$ cat src/rtl/l2_line_transfer_master_if.sv
// L2 line bus bundle: the cache-side refill/writeback request ports and the
// L2-side read-address, read-data and write-burst channels.
// The master modport is the line transfer master. The slave modport is the cache and L2 around it.
interface l2_line_transfer_master_if #(
    parameter int B          = 9,
    parameter int W          = 7,
    parameter int ADDR_WIDTH = 32
);
    // Cache-side refill request and returned line
    logic                    refill_req_valid;
    logic                    refill_req_ready;
    logic [ADDR_WIDTH-3:0]   refill_addr;
    logic [(2**B)-1:0]       refill_data;
    logic                    refill_done;

    // Cache-side writeback request
    logic                    wb_req_valid;
    logic                    wb_req_ready;
    logic [ADDR_WIDTH-3:0]   wb_addr;
    logic [(2**B)-1:0]       wb_data;
    logic                    wb_done;

    // L2 read address and read data channels
    logic                    rd_addr_to_l2_valid;
    logic                    rd_addr_to_l2_ready;
    logic [ADDR_WIDTH-3:0]   rd_addr_to_l2;
    logic                    data_from_l2_valid;
    logic                    data_from_l2_ready;
    logic [(2**W)-1:0]       data_from_l2;

    // L2 write burst channel and completion acknowledge
    logic                    wr_to_l2_valid;
    logic                    wr_to_l2_ready;
    logic [ADDR_WIDTH-3:0]   wr_addr_to_l2;
    logic [(2**W)-1:0]       data_to_l2;
    logic                    wr_control_to_l2;
    logic                    wr_complete;

    modport master (
        input  refill_req_valid, refill_addr,
        input  wb_req_valid, wb_addr, wb_data,
        input  rd_addr_to_l2_ready, data_from_l2_valid, data_from_l2,
        input  wr_to_l2_ready, wr_complete,
        output refill_req_ready, refill_data, refill_done,
        output wb_req_ready, wb_done,
        output rd_addr_to_l2_valid, rd_addr_to_l2, data_from_l2_ready,
        output wr_to_l2_valid, wr_addr_to_l2, data_to_l2, wr_control_to_l2
    );

    modport slave (
        output refill_req_valid, refill_addr,
        output wb_req_valid, wb_addr, wb_data,
        output rd_addr_to_l2_ready, data_from_l2_valid, data_from_l2,
        output wr_to_l2_ready, wr_complete,
        input  refill_req_ready, refill_data, refill_done,
        input  wb_req_ready, wb_done,
        input  rd_addr_to_l2_valid, rd_addr_to_l2, data_from_l2_ready,
        input  wr_to_l2_valid, wr_addr_to_l2, data_to_l2, wr_control_to_l2
    );
endinterface

$ cat src/rtl/l2_line_transfer_master.sv
// L1-side initiator for the L2 line bus.
// The read engine turns a refill into an address handshake plus a burst of read beats.
// The write engine turns a writeback into a write burst, then waits for WR_COMPLETE.
// The two engines run concurrently. A refill to a line that is still being
// written back waits until that writeback has been acknowledged.
module l2_line_transfer_master #(
    parameter int B          = 9,
    parameter int W          = 7,
    parameter int ADDR_WIDTH = 32
) (
    input  logic                      clk,
    input  logic                      rst,
    l2_line_transfer_master_if.master bus
);

    localparam int AW        = ADDR_WIDTH - 2;     // word-address width
    localparam int LW        = 2**B;               // line width in bits
    localparam int DW        = 2**W;               // bus beat width in bits
    localparam int BURST     = 2**(B - W);         // beats per line
    localparam int CW        = (BURST > 1) ? $clog2(BURST) : 1;
    localparam int LINE_WRDS = 2**(B - 5);         // 32-bit words per line

    localparam logic [CW-1:0] LAST_BEAT = CW'(BURST - 1);
    // Clears the word-within-line bits to give a line-aligned word address
    localparam logic [AW-1:0] LINE_MASK = ~AW'(LINE_WRDS - 1);

    typedef enum logic [1:0] {
        R_IDLE,
        R_ADDR,
        R_DATA,
        R_DONE
    } rd_state_e;

    typedef enum logic [1:0] {
        W_IDLE,
        W_DATA,
        W_WAIT,
        W_DONE
    } wr_state_e;

    // Read engine state
    rd_state_e       rstate_q, rstate_d;
    logic [AW-1:0]   raddr_q,  raddr_d;
    logic [CW-1:0]   rcnt_q,   rcnt_d;
    logic [LW-1:0]   rline_q,  rline_d;

    // Write engine state
    wr_state_e       wstate_q, wstate_d;
    logic [AW-1:0]   waddr_q,  waddr_d;
    logic [CW-1:0]   wcnt_q,   wcnt_d;
    logic [LW-1:0]   wline_q,  wline_d;

    // High from the first cycle after reset; gates every ready output
    logic            active_q;

    logic            hazard;
    logic            refill_ready;
    logic            refill_acc;
    logic            wb_ready;
    logic            wb_acc;
    logic            rd_beat;
    logic            wr_beat;

    // Out-of-reset flag so all outputs, readies included, read 0 while reset is applied
    always_ff @(posedge clk) begin
        // NOTE: sequential state is always assigned with <= so every flop samples
        // pre-edge values and process ordering cannot change the result.
        if (rst) begin
            active_q <= 1'b0;
        end else begin
            active_q <= 1'b1;
        end
    end

    // Read-after-write ordering and request handshakes
    always_comb begin
        hazard = (((bus.refill_addr & LINE_MASK) == waddr_q) && (wstate_q != W_IDLE))
              || (bus.wb_req_valid &&
                  ((bus.refill_addr & LINE_MASK) == (bus.wb_addr & LINE_MASK)));
        refill_ready = active_q && (rstate_q == R_IDLE) && !hazard;
        refill_acc   = refill_ready && bus.refill_req_valid;
        wb_ready     = active_q && (wstate_q == W_IDLE);
        wb_acc       = wb_ready && bus.wb_req_valid;
        rd_beat      = active_q && bus.data_from_l2_valid;
        wr_beat      = (wstate_q == W_DATA) && bus.wr_to_l2_ready;
    end

    assign bus.refill_req_ready   = refill_ready;
    assign bus.wb_req_ready       = wb_ready;
    assign bus.data_from_l2_ready = active_q;
    assign bus.rd_addr_to_l2      = raddr_q;
    assign bus.refill_data        = rline_q;
    assign bus.wr_addr_to_l2      = waddr_q;
    assign bus.data_to_l2         = wline_q[int'(wcnt_q) * DW +: DW];

    // Read engine state register
    always_ff @(posedge clk) begin
        if (rst) begin
            // NOTE: the line buffers are reset on purpose: REFILL_DATA and DATA_TO_L2
            // are outputs and must read 0 after reset, not leftover line contents.
            rstate_q <= R_IDLE;
            raddr_q  <= '0;
            rcnt_q   <= '0;
            rline_q  <= '0;
        end else begin
            rstate_q <= rstate_d;
            raddr_q  <= raddr_d;
            rcnt_q   <= rcnt_d;
            rline_q  <= rline_d;
        end
    end

    // Read engine next state and outputs: address handshake, beat assembly, done pulse
    always_comb begin
        // NOTE: every signal written here gets a default first, so no path can
        // leave one unassigned and infer a latch.
        rstate_d                = rstate_q;
        raddr_d                 = raddr_q;
        rcnt_d                  = rcnt_q;
        rline_d                 = rline_q;
        bus.rd_addr_to_l2_valid = 1'b0;
        bus.refill_done         = 1'b0;

        unique case (rstate_q)
            R_IDLE: begin
                if (refill_acc) begin
                    raddr_d  = bus.refill_addr & LINE_MASK;
                    rcnt_d   = '0;
                    rstate_d = R_ADDR;
                end
            end
            R_ADDR: begin
                // Beats arriving before the address is accepted are dropped
                bus.rd_addr_to_l2_valid = 1'b1;
                if (bus.rd_addr_to_l2_ready) begin
                    rstate_d = R_DATA;
                end
            end
            R_DATA: begin
                if (rd_beat) begin
                    rline_d[int'(rcnt_q) * DW +: DW] = bus.data_from_l2;
                    if (rcnt_q == LAST_BEAT) begin
                        rcnt_d   = '0;
                        rstate_d = R_DONE;
                    end else begin
                        rcnt_d = rcnt_q + 1'b1;
                    end
                end
            end
            R_DONE: begin
                bus.refill_done = 1'b1;
                rstate_d        = R_IDLE;
            end
            default: begin
                rstate_d = R_IDLE;
            end
        endcase
    end

    // Write engine state register
    always_ff @(posedge clk) begin
        if (rst) begin
            wstate_q <= W_IDLE;
            waddr_q  <= '0;
            wcnt_q   <= '0;
            wline_q  <= '0;
        end else begin
            wstate_q <= wstate_d;
            waddr_q  <= waddr_d;
            wcnt_q   <= wcnt_d;
            wline_q  <= wline_d;
        end
    end

    // Write engine next state and outputs: burst out, wait for completion, done pulse
    always_comb begin
        wstate_d             = wstate_q;
        waddr_d              = waddr_q;
        wcnt_d               = wcnt_q;
        wline_d              = wline_q;
        bus.wr_to_l2_valid   = 1'b0;
        bus.wr_control_to_l2 = 1'b0;
        bus.wb_done          = 1'b0;

        unique case (wstate_q)
            W_IDLE: begin
                if (wb_acc) begin
                    waddr_d  = bus.wb_addr & LINE_MASK;
                    wline_d  = bus.wb_data;
                    wcnt_d   = '0;
                    wstate_d = W_DATA;
                end
            end
            W_DATA: begin
                // Beat and last flag come from registered state, so they hold under backpressure
                bus.wr_to_l2_valid   = 1'b1;
                bus.wr_control_to_l2 = (wcnt_q == LAST_BEAT);
                if (wr_beat) begin
                    if (wcnt_q == LAST_BEAT) begin
                        wcnt_d   = '0;
                        wstate_d = W_WAIT;
                    end else begin
                        wcnt_d = wcnt_q + 1'b1;
                    end
                end
            end
            W_WAIT: begin
                // WR_COMPLETE only counts here; pulses in any other state are ignored
                if (bus.wr_complete) begin
                    wstate_d = W_DONE;
                end
            end
            W_DONE: begin
                bus.wb_done = 1'b1;
                wstate_d    = W_IDLE;
            end
            default: begin
                wstate_d = W_IDLE;
            end
        endcase
    end

endmodule

$ cat src/flat_wrapper.sv
// flat-port wrapper written by rule: the top's interface ports become plain ports
module l2_line_transfer_master_flat 
#(
    parameter int B          = 9,
    parameter int W          = 7,
    parameter int ADDR_WIDTH = 32
)
  (clk, rst, bus_refill_req_valid, bus_refill_addr, bus_wb_req_valid, bus_wb_addr, bus_wb_data, bus_rd_addr_to_l2_ready, bus_data_from_l2_valid, bus_data_from_l2, bus_wr_to_l2_ready, bus_wr_complete, bus_refill_req_ready, bus_refill_data, bus_refill_done, bus_wb_req_ready, bus_wb_done, bus_rd_addr_to_l2_valid, bus_rd_addr_to_l2, bus_data_from_l2_ready, bus_wr_to_l2_valid, bus_wr_addr_to_l2, bus_data_to_l2, bus_wr_control_to_l2);
  l2_line_transfer_master_if #(.B(B), .W(W), .ADDR_WIDTH(ADDR_WIDTH)) bus_i ();
  input  logic clk;
  input  logic rst;
  input wire logic [$bits(bus_i.refill_req_valid)-1:0] bus_refill_req_valid;
  input wire logic [$bits(bus_i.refill_addr)-1:0] bus_refill_addr;
  input wire logic [$bits(bus_i.wb_req_valid)-1:0] bus_wb_req_valid;
  input wire logic [$bits(bus_i.wb_addr)-1:0] bus_wb_addr;
  input wire logic [$bits(bus_i.wb_data)-1:0] bus_wb_data;
  input wire logic [$bits(bus_i.rd_addr_to_l2_ready)-1:0] bus_rd_addr_to_l2_ready;
  input wire logic [$bits(bus_i.data_from_l2_valid)-1:0] bus_data_from_l2_valid;
  input wire logic [$bits(bus_i.data_from_l2)-1:0] bus_data_from_l2;
  input wire logic [$bits(bus_i.wr_to_l2_ready)-1:0] bus_wr_to_l2_ready;
  input wire logic [$bits(bus_i.wr_complete)-1:0] bus_wr_complete;
  output wire logic [$bits(bus_i.refill_req_ready)-1:0] bus_refill_req_ready;
  output wire logic [$bits(bus_i.refill_data)-1:0] bus_refill_data;
  output wire logic [$bits(bus_i.refill_done)-1:0] bus_refill_done;
  output wire logic [$bits(bus_i.wb_req_ready)-1:0] bus_wb_req_ready;
  output wire logic [$bits(bus_i.wb_done)-1:0] bus_wb_done;
  output wire logic [$bits(bus_i.rd_addr_to_l2_valid)-1:0] bus_rd_addr_to_l2_valid;
  output wire logic [$bits(bus_i.rd_addr_to_l2)-1:0] bus_rd_addr_to_l2;
  output wire logic [$bits(bus_i.data_from_l2_ready)-1:0] bus_data_from_l2_ready;
  output wire logic [$bits(bus_i.wr_to_l2_valid)-1:0] bus_wr_to_l2_valid;
  output wire logic [$bits(bus_i.wr_addr_to_l2)-1:0] bus_wr_addr_to_l2;
  output wire logic [$bits(bus_i.data_to_l2)-1:0] bus_data_to_l2;
  output wire logic [$bits(bus_i.wr_control_to_l2)-1:0] bus_wr_control_to_l2;
  assign bus_i.refill_req_valid = bus_refill_req_valid;
  assign bus_i.refill_addr = bus_refill_addr;
  assign bus_i.wb_req_valid = bus_wb_req_valid;
  assign bus_i.wb_addr = bus_wb_addr;
  assign bus_i.wb_data = bus_wb_data;
  assign bus_i.rd_addr_to_l2_ready = bus_rd_addr_to_l2_ready;
  assign bus_i.data_from_l2_valid = bus_data_from_l2_valid;
  assign bus_i.data_from_l2 = bus_data_from_l2;
  assign bus_i.wr_to_l2_ready = bus_wr_to_l2_ready;
  assign bus_i.wr_complete = bus_wr_complete;
  assign bus_refill_req_ready = bus_i.refill_req_ready;
  assign bus_refill_data = bus_i.refill_data;
  assign bus_refill_done = bus_i.refill_done;
  assign bus_wb_req_ready = bus_i.wb_req_ready;
  assign bus_wb_done = bus_i.wb_done;
  assign bus_rd_addr_to_l2_valid = bus_i.rd_addr_to_l2_valid;
  assign bus_rd_addr_to_l2 = bus_i.rd_addr_to_l2;
  assign bus_data_from_l2_ready = bus_i.data_from_l2_ready;
  assign bus_wr_to_l2_valid = bus_i.wr_to_l2_valid;
  assign bus_wr_addr_to_l2 = bus_i.wr_addr_to_l2;
  assign bus_data_to_l2 = bus_i.data_to_l2;
  assign bus_wr_control_to_l2 = bus_i.wr_control_to_l2;
  l2_line_transfer_master #(.B(B), .W(W), .ADDR_WIDTH(ADDR_WIDTH)) u_core (.clk(clk), .rst(rst), .bus(bus_i));
endmodule
$ cat config.mk
export PLATFORM = sky130hd
export DESIGN_NAME = l2_line_transfer_master_flat
export DESIGN_NICKNAME = d
export VERILOG_FILES = /design/src/rtl/l2_line_transfer_master_if.sv /design/src/rtl/l2_line_transfer_master.sv /design/src/flat_wrapper.sv
export SDC_FILE = /design/constraint.sdc
export NUM_CORES = 2
export LEC_CHECK = 0
export CORE_AREA = 2 2 548 550
export DETAILED_ROUTE_END_ITERATION = 8
export DIE_AREA = 0 0 550 552
export PLACE_DENSITY_LB_ADDON = 0.25
export SLEW_MARGIN = 10
export SYNTH_ARGS = -nofsm -noshare
export SYNTH_HDL_FRONTEND = slang
export SYNTH_SLANG_ARGS = --single-unit
$ cat constraint.sdc
create_clock -name clk -period 3 [get_ports clk]
set_input_delay 0.3 -clock clk [delete_from_list [all_inputs] [get_ports clk]]
set_output_delay 0.3 -clock clk [all_outputs]
set_load 0.01 [all_outputs]
==> metrics.cfg <==
[outcome]
status=finished clean

[logic_synthesis]
postSynth.asyncResetShare_pct=0
mappedNetlistArea_um2=41800
synth_flop_cell=sky130_fd_sc_hd__dfxtp_1
synth_enable_flop_cells=0
register_area_share_after_synthesis_pct=52.0
yosys_warnings=0
synth_cell_types=37
ys_seq_elements=1085
postSynthCellCount=5023
synth.avg_cell_area_um2=8.31

[cells_and_area]
nets=7327
final_util_pct=23.1
final-instance-count-excl-fill=10690
most_common_cell_after_layout_fill_and_taps_aside=sky130_fd_sc_hd__nand2_1
drive_above_1_share_pct=9.71
area.growth.synth_to_final_pct=65.0
final_cell_mix=1,597 x sky130_fd_sc_hd__nand2_1, 1,294 x sky130_fd_sc_hd__clkdlybuf4s50_1, 1,080 x sky130_fd_sc_hd__dfxtp_1
filler_cell_count=32928

[floorplan]
fp.dieArea_um2=304000
design.portCount=1416
initial_utilization_pct=14.0
chipHeight_um=552
fp_rows=201
core_region_area_um2=298000
dieWidth_um=550

[worst_setup_path]
crit_fanout=3
critical_path_arrival_ns=2.59
path_delay_family=simple AND/OR/NAND/NOR gates
worst-endpoint-required_ns=2.70
worst_setup_path_start_kind=register
crit_buf_inv=3
setup.worst_path.end_class=primary output
slowest_delay_ns=0.34
critPathSlowestCell=sky130_fd_sc_hd__dfxtp_2
crit_path_cell_trace=xnor2_2 > buf_12 > nand4_1 > buf_6 > nor4_4 > nand4_2 > and4_4 > buf_2
critical_path_class=reg2out

[clock_network]
clock_latency_at_the_later_pin_of_the_worst_skew_pair_ns=0.82
clock-root-buffer=sky130_fd_sc_hd__clkbuf_16
htree_num_levels=4
cts-buffers-inserted=141
clk_path_buf_depth=4
cts.sink_count=1085
path_clk_slew_ns=0.06
tritoncts=yes

[worst_hold_path]
timing.hold.worst.class=in2reg

[sta]
grt_setup_unrepaired=yes
relSlewSlack_pct=46.5
setup_viol=0
max_clock_freq_mhz=346
period_needed_ns=2.89
timing_max_transition_violations_final=0
min_period_over_period_pct=96.3
hold_violations=0
finClkSkew_ns=0.0591
totalNegativeSetupSlack_ns=0
tightest_slew_ns=0.800

[placed_design]
gpl.final_weighted_congestion=0.853
detailed_place_hpwl_mm=189
dp.cells=10172
placement.io_buffers=1399

[power_and_ir_drop]
leakage_nw=23.5
power_w=0.0406
vdd.ir_drop.worst_mv=0.369
power-per-cell-area_nw_per_um2=589

[global_route]
first_global_vias=42919
maximum_number_of_pins_on_one_net_before_global_route_repair=106
globalRouteTotalUtil_pct=15.2
grt_antenna_before_repair=73
globalRouteOverflowTotal=0
grt_first_pass_wirelength_mm=332

[route]
drc=0
drt_first_pass_iters=5
ratio_of_routed_vias_to_standard_cells=4.01
dr_total_vias=42880
drt_iter0_drc=2660
drt.antenna.violating_nets=0
detail_route.wirelength_mm=243
wl_per_cell_um=22.7

[run]
max-cap-violations=0

==> synth_stat cells (7+ instances only) <==
master	n	area, um2
sky130_fd_sc_hd__a21oi_1	1055	5280
sky130_fd_sc_hd__and2_1	7	43.8
sky130_fd_sc_hd__buf_1	17	63.8
sky130_fd_sc_hd__buf_2	60	300
sky130_fd_sc_hd__buf_4	8	60.1
sky130_fd_sc_hd__clkbuf_1	360	1350
sky130_fd_sc_hd__dfxtp_1	1085	21700
sky130_fd_sc_hd__ha_1	16	200
sky130_fd_sc_hd__inv_1	10	37.5
sky130_fd_sc_hd__mux2i_1	27	270
sky130_fd_sc_hd__mux4_2	128	2880
sky130_fd_sc_hd__nand2_1	1602	6010
sky130_fd_sc_hd__nand3_1	514	2570
sky130_fd_sc_hd__nand4_1	9	56.3
sky130_fd_sc_hd__nor2_1	31	116
sky130_fd_sc_hd__xnor2_1	27	236
sky130_fd_sc_hd__xor2_1	25	219
==> logic make-up after synthesis <==
| logic type | synth area share [%] |
|---|---|
| buffers and inverters | 4.46 |
| xor gates and xnor gates | 1.09 |
| and+or+nand+nor | 21.5 |
| other | 0.00898 |
| AOI/OAI and AO/OA | 12.9 |
| muxes | 7.55 |
| adders and majority gates | 0.479 |
| DFF | 52.0 |
==> worst register-to-register path, stage by stage, from the launching register on <==
cell                      delay [ns]
sky130_fd_sc_hd__dfxtp_1        0.52
sky130_fd_sc_hd__inv_1          0.14
sky130_fd_sc_hd__ha_1           0.51
sky130_fd_sc_hd__nor3b_2        0.31
sky130_fd_sc_hd__buf_12         0.25
sky130_fd_sc_hd__buf_12         0.36
sky130_fd_sc_hd__nand3_1        0.17
sky130_fd_sc_hd__a21oi_1        0.16
==> timing repair <==
item / CTS / global route
endpoints found under the hold margin: 269 / 0
setup buffers: 29 / 2
setup endpoints to repair: 129 / 16
hold buffers: 215 / 0
resized for setup: 148 / 20
pin swaps: 2 / 4
==> power breakdown <==
group          switching (W)  internal [W]  total, W  leakage (nW)
Clock                0.00702        0.0103    0.0173          2.28
Sequential          0.000596        0.0153    0.0159          8.80
Combinational        0.00397       0.00335   0.00732          12.4
==> per-layer routing <==
metal	part of all wire [%]	global-route usage, %
met1	37	16.4
met2	51	27.7
met3	8.1	4.58
met4	4.0	5.62
met5	0.13	0
==> registers in the layout, summed over array words and instances, names as in the netlist <==
register / flops
u_core.bus.refill_data: 512
u_core.wline_q: 512
u_core.bus.rd_addr_to_l2: 26
u_core.bus.wr_addr_to_l2: 26
u_core.rcnt_q: 2
u_core.rstate_q: 2
u_core.wcnt_q: 2
u_core.wstate_q: 2
u_core.bus.data_from_l2_ready: 1
==> metrics by stage <==
step / instance area (um2) / setup slack [ns] / hold slack, ns
CTS: 68800 / -0.132 / 0.0000836
finish: 68900 / 0.110 / 0.0816
detailed placement: 61700 / -0.535 / 0.443
global route: 68900 / -0.0356 / 0.0292
global placement: 61700 / -0.583 / 0.438
floorplan: 41800 / 0.862 / 0.413
==> final cells by class <==
class	instances	area [um2]	share of cell area [%]
antenna	26	65.1	0.0944
clock buffer	208	4110	5.97
clock inverter	38	539	0.783
inverter	10	37.5	0.0545
multi-input combinational	3487	18400	26.7
sequential	1085	21700	31.5
tap	3958	4950	7.19
timing repair buffer	1878	19100	27.7
==> worst paths after layout <==
path | startpoint | to | slack [ns] | cells past startpoint
worst max-delay path | u_core.bus.wr_addr_to_l2[10] | bus_refill_req_ready | 0.11 | 8
worst min-delay path | bus_wb_data[92] | u_core.wline_q[92] | 0.08 | 3
worst max register to register | u_core.rcnt_q[1] | u_core.bus.refill_data[273] | 0.46 | 7
worst min register to register | u_core.bus.refill_data[253] | u_core.bus.refill_data[253] | 0.45 | 2
Note: power is estimated with default switching activity, not from simulation.
==> edit (config.mk and constraints unchanged) <==
`ADDR_WIDTH` is set to 32 in 3 places; all go to 16.
--- a/src/rtl/l2_line_transfer_master_if.sv
+++ b/src/rtl/l2_line_transfer_master_if.sv
@@ -4,7 +4,7 @@
 interface l2_line_transfer_master_if #(
     parameter int B          = 9,
     parameter int W          = 7,
-    parameter int ADDR_WIDTH = 32
+    parameter int ADDR_WIDTH = 16
 );
     // Cache-side refill request and returned line
     logic                    refill_req_valid;
--- a/src/rtl/l2_line_transfer_master.sv
+++ b/src/rtl/l2_line_transfer_master.sv
@@ -6,7 +6,7 @@
 module l2_line_transfer_master #(
     parameter int B          = 9,
     parameter int W          = 7,
-    parameter int ADDR_WIDTH = 32
+    parameter int ADDR_WIDTH = 16
 ) (
     input  logic                      clk,
     input  logic                      rst,
--- a/src/flat_wrapper.sv
+++ b/src/flat_wrapper.sv
@@ -3,7 +3,7 @@
 #(
     parameter int B          = 9,
     parameter int W          = 7,
-    parameter int ADDR_WIDTH = 32
+    parameter int ADDR_WIDTH = 16
 )
   (clk, rst, bus_refill_req_valid, bus_refill_addr, bus_wb_req_valid, bus_wb_addr, bus_wb_data, bus_rd_addr_to_l2_ready, bus_data_from_l2_valid, bus_data_from_l2, bus_wr_to_l2_ready, bus_wr_complete, bus_refill_req_ready, bus_refill_data, bus_refill_done, bus_wb_req_ready, bus_wb_done, bus_rd_addr_to_l2_valid, bus_rd_addr_to_l2, bus_data_from_l2_ready, bus_wr_to_l2_valid, bus_wr_addr_to_l2, bus_data_to_l2, bus_wr_control_to_l2);
   l2_line_transfer_master_if #(.B(B), .W(W), .ADDR_WIDTH(ADDR_WIDTH)) bus_i ();
Interface: changed (resized bus_rd_addr_to_l2, bus_refill_addr, bus_wb_addr and bus_wr_addr_to_l2); port bits go from 1416 to 1352. No check against the original RTL was run, so the function may have changed too.
==> edit against the original RTL <==
  * Hold slack better by 11 ps
  * Worst setup slack got worse by 19 ps
  * Final area down 3.4%
  * Clock power is 2% lower
  * Area after synthesis fell by 2.1%
  * Sequential cell count fell by 32
  * Utilization fell by 0.78 points
  * Largest power group unchanged
  * Total power shrank 3.0%
  * Largest cell class unchanged
  * Routed wire length is 3.3% lower
==> edit: results (changes against the original RTL) <==
status = completed
routed vias = 41664 (-2.8%)
hpwl dp = 178000 um (-5.8%)
f_max = 344 MHz (-0.65%)
Synth Area in Adders = 0.490% (+0.010 points)
dpl ws = 220 ps (+755 ps)
port bufs = 1335 (-4.6%)
placed insts = 9902 (-2.7%)
fin cells = 10469 (-2.1%)
Worst setup startpoint = u_core.wcnt_q[0]$_SDFFE_PP0P_
xor/xnor share of the synthesized area = 0.429% (-0.66 points)
Synth Area in Compound Gates = 12.9% (+0.079 points)
Distinct cells, synth = 40 (+8.1%)
worst slew pin tran = 761 ps (-38.7 ps)
clock buf count = 207 (-0.48%)
buffering overhead = 27.6% (-0.079 points)
critical path arrival = 2610 ps (+20 ps)
first-pass GRT wire length = 323000 um (-2.9%)
Reg area = 21100 sq um (-3.0%)
Hold Buf Count CTS = 268 (+25%)
Pleak = 0.0225 uW (-4.4%)
Max FO, Critical Path = 26 (+23)
Area growth, synth to finish = 63.0%
pin count of the biggest net entering global routing = 113 (+6.6%)
area of the multi-input gates = 17500 sq um (-4.7%)
critical path endpoint = bus_data_to_l2[87]
worst reg-to-reg setup slack = 480 ps (+20 ps)
Commonest cells post-synth = nand2_1, dfxtp_1, a21oi_1, nand3_1, clkbuf_1
-- edit: cell count changes after synthesis, moves of 7 or more --
cell,unedited run,this run
clkbuf_1,360,193
buf_2,60,169
dfxtp_1,1085,1053
nand2_1,1602,1570
buf_4,8,35
buf_8,2,22
a21oi_1,1055,1038
xnor2_1,27,10
mux2i_1,27,12
nor2_1,31,16
xor2_1,25,10
buf_6,0,14
buf_1,17,7
nand4_1,9,2
-- edit: layer usage --
layer	vias up	share of wire, %	global-route usage (%)
met5	-	0.093	0
met4	34	3.1	4.13
met3	328	8.0	4.51
met2	1529	50	26.5
met1	20318	39	16.4
li1	19455	-	-
-- edit: cells by family (layout without fill, tap and decap cells) --
family	Yosys count	in the layout
XOR/XNOR	20	20
buffers and inverters	450	2064
flip-flops	1053	1053
other	1	38
AND/OR/NAND/NOR	2130	2130
adder cells (fa/ha/maj)	16	16
AO/OA/AOI/OAI	1050	1050
multiplexers	140	140
